### src/rtl/snake_pkg.sv
// Shared types and helpers for the snake game: direction encoding, block size
// and button indexing used by the direction controller.
package snake_pkg;

  typedef enum logic [1:0] {
    LEFT  = 2'd0,
    RIGHT = 2'd1,
    UP    = 2'd2,
    DOWN  = 2'd3
  } dir_t;

  localparam int unsigned BLOCK_PX = 20;

  // Button slots, ordered so that a lower index wins on simultaneous presses.
  localparam int unsigned NUM_BTN = 4;
  localparam int unsigned BTN_U   = 0;
  localparam int unsigned BTN_L   = 1;
  localparam int unsigned BTN_D   = 2;
  localparam int unsigned BTN_R   = 3;

  // Opposite directions differ only in bit 0 (LEFT/RIGHT, UP/DOWN).
  function automatic dir_t reverse_dir(input dir_t d);
    return dir_t'({d[1], ~d[0]});
  endfunction

endpackage

### src/rtl/btn_debounce.sv
// Two-flop synchroniser plus counting debouncer for one raw push-button;
// emits a one-cycle registered strobe when the debounced level rises.
module btn_debounce #(
  parameter int unsigned DEBOUNCE_CYCLES = 1_000_000
) (
  input  logic clk_i,
  input  logic rst_ni,
  input  logic btn_i,
  output logic rise_o
);

  localparam int unsigned CntW = (DEBOUNCE_CYCLES > 1) ? $clog2(DEBOUNCE_CYCLES) : 1;
  localparam logic [CntW-1:0] CntMax = CntW'(DEBOUNCE_CYCLES - 1);

  logic [1:0]      sync_q;
  logic            level_q, level_d;
  logic            rise_q, rise_d;
  logic [CntW-1:0] cnt_q, cnt_d;

  // The count only advances while the synchronised input disagrees with the
  // accepted level; agreeing again (any bounce back) clears it.
  always_comb begin
    level_d = level_q;
    rise_d  = 1'b0;
    cnt_d   = '0;
    if (sync_q[1] != level_q) begin
      if (cnt_q == CntMax) begin
        level_d = sync_q[1];
        rise_d  = sync_q[1];
      end else begin
        cnt_d = cnt_q + 1'b1;
      end
    end
  end

  always_ff @(posedge clk_i or negedge rst_ni) begin
    if (!rst_ni) begin
      sync_q  <= 2'b00;
      level_q <= 1'b0;
      rise_q  <= 1'b0;
      cnt_q   <= '0;
    end else begin
      sync_q  <= {sync_q[0], btn_i};
      level_q <= level_d;
      rise_q  <= rise_d;
      cnt_q   <= cnt_d;
    end
  end

  assign rise_o = rise_q;

endmodule

### src/rtl/snake_dir_ctrl.sv
// Snake direction controller: debounced button presses update a pending
// direction that is committed once every FRAMES_PER_STEP frame ticks.
module snake_dir_ctrl
  import snake_pkg::*;
#(
  parameter int unsigned DEBOUNCE_CYCLES = 1_000_000,
  parameter int unsigned FRAMES_PER_STEP = 16
) (
  input  logic       clk,
  input  logic       rst_n,
  input  logic       btn_u,
  input  logic       btn_l,
  input  logic       btn_d,
  input  logic       btn_r,
  input  logic       frame_tick,
  output logic [1:0] dir,
  output logic       step,
  output logic       turned
);

  localparam int unsigned FcW = (FRAMES_PER_STEP > 1) ? $clog2(FRAMES_PER_STEP) : 1;
  localparam logic [FcW-1:0] FcMax = FcW'(FRAMES_PER_STEP - 1);

  logic [NUM_BTN-1:0] btn_raw;
  logic [NUM_BTN-1:0] btn_rise;

  assign btn_raw = {btn_r, btn_d, btn_l, btn_u};

  for (genvar i = 0; i < NUM_BTN; i++) begin : gen_btn
    btn_debounce #(
      .DEBOUNCE_CYCLES(DEBOUNCE_CYCLES)
    ) u_btn_debounce (
      .clk_i (clk),
      .rst_ni(rst_n),
      .btn_i (btn_raw[i]),
      .rise_o(btn_rise[i])
    );
  end

  dir_t           dir_q, dir_d;
  dir_t           pending_q, pending_d;
  dir_t           sel_dir;
  logic           sel_valid;
  logic           accept;
  logic           tick_q;
  logic           tick_edge;
  logic           wrap;
  logic [FcW-1:0] frame_cnt_q, frame_cnt_d;
  logic           step_q, step_d;
  logic           turned_q, turned_d;

  always_comb begin
    sel_valid = 1'b1;
    sel_dir   = RIGHT;
    if (btn_rise[BTN_U]) begin
      sel_dir = UP;
    end else if (btn_rise[BTN_L]) begin
      sel_dir = LEFT;
    end else if (btn_rise[BTN_D]) begin
      sel_dir = DOWN;
    end else if (btn_rise[BTN_R]) begin
      sel_dir = RIGHT;
    end else begin
      sel_valid = 1'b0;
    end
  end

  // Reversal is judged against the committed direction, so two quick presses
  // inside one step interval can never chain into a U-turn.
  assign accept    = sel_valid && (sel_dir != reverse_dir(dir_q));
  assign pending_d = accept ? sel_dir : pending_q;

  assign tick_edge = frame_tick && !tick_q;
  assign wrap      = tick_edge && (frame_cnt_q == FcMax);

  always_comb begin
    frame_cnt_d = frame_cnt_q;
    if (tick_edge) begin
      frame_cnt_d = wrap ? '0 : frame_cnt_q + 1'b1;
    end
  end

  assign step_d   = wrap;
  assign dir_d    = wrap ? pending_d : dir_q;
  assign turned_d = wrap && (pending_d != dir_q);

  // tick_q resets high so a frame_tick already high at reset release is not
  // mistaken for a fresh edge.
  always_ff @(posedge clk or negedge rst_n) begin
    if (!rst_n) begin
      dir_q       <= RIGHT;
      pending_q   <= RIGHT;
      tick_q      <= 1'b1;
      frame_cnt_q <= '0;
      step_q      <= 1'b0;
      turned_q    <= 1'b0;
    end else begin
      dir_q       <= dir_d;
      pending_q   <= pending_d;
      tick_q      <= frame_tick;
      frame_cnt_q <= frame_cnt_d;
      step_q      <= step_d;
      turned_q    <= turned_d;
    end
  end

  assign dir    = dir_q;
  assign step   = step_q;
  assign turned = turned_q;

endmodule

### config.mk
export PLATFORM = sky130hd
export DESIGN_NAME = snake_dir_ctrl
export DESIGN_NICKNAME = d
export VERILOG_FILES = /design/src/rtl/snake_pkg.sv /design/src/rtl/btn_debounce.sv /design/src/rtl/snake_dir_ctrl.sv
export SDC_FILE = /design/constraint.sdc
export NUM_CORES = 1
export LEC_CHECK = 0
export BUFFER_PORTS_ARGS = -buffer_cell sky130_fd_sc_hd__buf_2
export CAP_MARGIN = 20
export CORE_MARGIN = 2
export CORE_UTILIZATION = 35
export CTS_CLUSTER_DIAMETER = 80
export DETAILED_ROUTE_END_ITERATION = 12
export PLACE_DENSITY = 0.56
export SLEW_MARGIN = 10
export SYNTH_ARGS = -nofsm -noshare
export SYNTH_HDL_FRONTEND = slang
export SYNTH_SLANG_ARGS = --single-unit
export TNS_END_PERCENT = 50
### constraint.sdc
create_clock -name clk -period 3.5 [get_ports clk]
set_input_delay 0.875 -clock clk [delete_from_list [all_inputs] [get_ports clk]]
set_output_delay 0.875 -clock clk [all_outputs]
set_load 0.01 [all_outputs]
==> summary.txt <==
Top FF cell, synth: dfrtp_1
Global Route met1 Usage: 16.4%
CP startpoint kind: flop
Die width: 123 um
Switching pwr: 0.000572 W
Status: finished clean
Util after Layout: 39.7%
Kind of critical path: flop to flop
Min Tclk post-route: 2.23 ns
Synthesized Nets: 486
PD cells: 448 nW/um^2
Pins Over Slew Limit: 0
RSZ-0062 raised after global routing: false
# hold bufs at CTS: 0
Crit. End Element: flop
Gr busiest metal: met2
Ranking of synthesized cells by area: dfrtp_1 (53%), xor2_1 (7.8%), nor2_1 (6.8%)
Register area share after synthesis: 54.3%
Setup TNS: 0 ns
Crit path DAT: 2.43 ns
Avg WL per Cell: 12.7 um
Combinational share of power: 5.2%
Setup slack after layout: 1.27 ns
CTS Buffer Depth: 2
Pre-antenna DRT Iters: 4
Unique masters post-synth: 46
Clock slew seen by the registers of the worst setup and hold paths: 0.07 ns
Clock Skew: 0.00692 ns
Post-Syn Area: 4940 um^2
Largest net degree at the start of global routing: 63
Hold slack: 0.349 ns
Yosys top cell area share: 52.7%
Initial Util: 35.7%
Slew of the pin with the lowest slew margin: 0.654 ns
Cell-internal power: 0.00188 W
Sw Ratio: 23.3%
Clk root buf: clkbuf_16
Syn Inst Count: 474
I/O pin count: 11
Worst rel slew slack: 56.4%
Buffer count from post-CTS setup fixing: 0
Proportion of layout cells with a drive suffix above 1: 8.72%
Die Area: 15100 um^2
Final antenna-violating net count: 0
CTS Sinks: 107
Vias: 3277
Met3 usage: 4.18%
Core ar.: 13800 um^2
TritonCTS clock tree: yes
Syn_area_per_cell: 10.4 um^2
Total GRT Usage: 12.6%
Crit share post-route: 63.8%
Hold Fails Final Rpt: 0
Crit path max fanout: 19
Die Y: 123 um
Pre-CTS WS: 1.26 ns
Fmax: 448 MHz
# Max-Cap Violations: 0
Global-route wire length before repair: 15000 um
Row count: 43
Post-CTS resize count: 0
CTS buffer count: 9
Synth area leader: dfrtp_1
Dpl hpwl: 5740 um
Critical path required time: 3.70 ns
Maximum vdd drop: 0.000257 V
Clock network power share: 40.9%
LEAKAGE: 2.35 nW
Drt total wl: 8530 um
GRT overflow: 0
Area Overhead vs Synth: 11.1%
Hold crit path type: flop to flop
Worst-skew pair later-pin latency: 0.35 ns
Register share of total power: 53.9%
Post-layout nets: 501
Via density per instance: 4.87
1st-iter DRT viols: 232
EDFF count, synth: 0
Vias in the first global route: 3274
GP Congestion: 0.801
H-tree levels: 3
Setup violations, final: 0
Initial antenna violation count: 0
Residual DRC: 0
Port Buf Inserts: 10
N_diodes: 0
Synth warn: 0
Asr flop ratio synth: 100%
Flip-flop and latch count after synthesis: 107
GR Util met2: 19.9%
[power groups by stage]
stage	registers (W)	logic (W)	clock network, W
detailed placement	0.00135	0.000133	0
CTS	0.00132	0.000133	0.00105
finish	0.00132	0.000129	0.00100
floorplan	0.00133	0.0000934	0
global route	0.00133	0.000150	0.00109
global placement	0.00134	0.000128	0
[registers in the layout (all words and copies together) (netlist names)]
name                            cells
gen_btn.u_btn_debounce.cnt_q       80
gen_btn.u_btn_debounce.sync_q       8
frame_cnt_q                         4
gen_btn.u_btn_debounce.level_q      4
gen_btn.u_btn_debounce.rise_o       4
dir                                 2
pending_q                           2
step                                1
tick_q                              1
turned                              1
[per-stage QoR]
step | instances | instance area [um^2] | power [W]
after detailed placement | 658 | 5190 | 0.00148
after global routing | 673 | 5480 | 0.00257
after CTS | 673 | 5480 | 0.00250
after global placement | 658 | 5190 | 0.00147
after floorplan | 474 | 4940 | 0.00143
final | 673 | 5480 | 0.00245
[critical path, stage by stage (launching register included)]
cell and delay, ns:
dfrtp_1 0.39, ha_1 0.21, nand4_1 0.15, or2_1 0.27
nor4_2 0.35, or2_1 0.58, nor2_1 0.13
[Yosys cell counts (all sizes together), types with 2 or more instances]
cell type  instances
nand3b             2
dfrtp            104
ha                 5
nor2              90
nor4bb             2
nor3b              4
xnor2             34
clkbuf             2
and4               4
nand4             15
nor4               8
a21oi              3
or2                3
nand4b             3
and3              19
xor2              44
nand3             33
dfstp              3
mux2               6
o21ai              6
nor3              15
nor4b              3
inv                9
nand2             35
and3b              3
buf                5
[path summary, 6_finish.rpt]
path / startpoint / end / slack (ns) / cells after the start
max reg2reg: gen_btn[1].u_btn_debounce.cnt_q[0] / gen_btn[1].u_btn_debounce.cnt_q[11] / 1.27 / 6
min in group asynchronous: rst_n / gen_btn[3].u_btn_debounce.cnt_q[18] / 0.54 / 1
max: gen_btn[1].u_btn_debounce.cnt_q[0] / gen_btn[1].u_btn_debounce.cnt_q[11] / 1.27 / 6
min: gen_btn[1].u_btn_debounce.sync_q[0] / gen_btn[1].u_btn_debounce.sync_q[1] / 0.35 / 0
min reg2reg: gen_btn[1].u_btn_debounce.sync_q[0] / gen_btn[1].u_btn_debounce.sync_q[1] / 0.35 / 0
max in group asynchronous: rst_n / gen_btn[0].u_btn_debounce.cnt_q[13] / 2.24 / 2
[routing by layer]
metal | vias up | share of wire (%)
met1 | 1599 | 50
met2 | 28 | 46
met3 | 7 | 3.2
met5 | - | 0
met4 | 0 | 1.1
li1 | 1643 | -
[area by class of cell]
cell class / count / area (um^2)
repair buffers: 11 / 72.6
fillers: 1326 / 8340
flip-flops and latches: 107 / 2680
well taps: 180 / 225
multi-input cells: 351 / 2180
clock buffers: 10 / 229
clock inverters: 5 / 63.8
inverters: 9 / 33.8
[cells in the final DEF, fill, tap and decap left out, types with 4 or more instances in the layout]
cell       count
dfrtp_1      104
nor2_1        90
xor2_1        44
nand2_1       34
xnor2_1       34
nand3_1       33
and3_1        19
nor3_1        15
nand4_1       15
inv_1          9
clkbuf_16      9
buf_2          9
o21ai_0        6
mux2_2         6
nor4_1         5
ha_1           5
nor3b_1        4
and4_1         4
[cell families after synthesis]
kind of cell	share of synthesized area (%)
flops	54.3
xor+xnor	13.8
mux	1.57
simple gates	24.9
compound gates	2.51
buf+inv	1.57
fa+ha+maj	1.27
(Power assumes the default switching activity.)
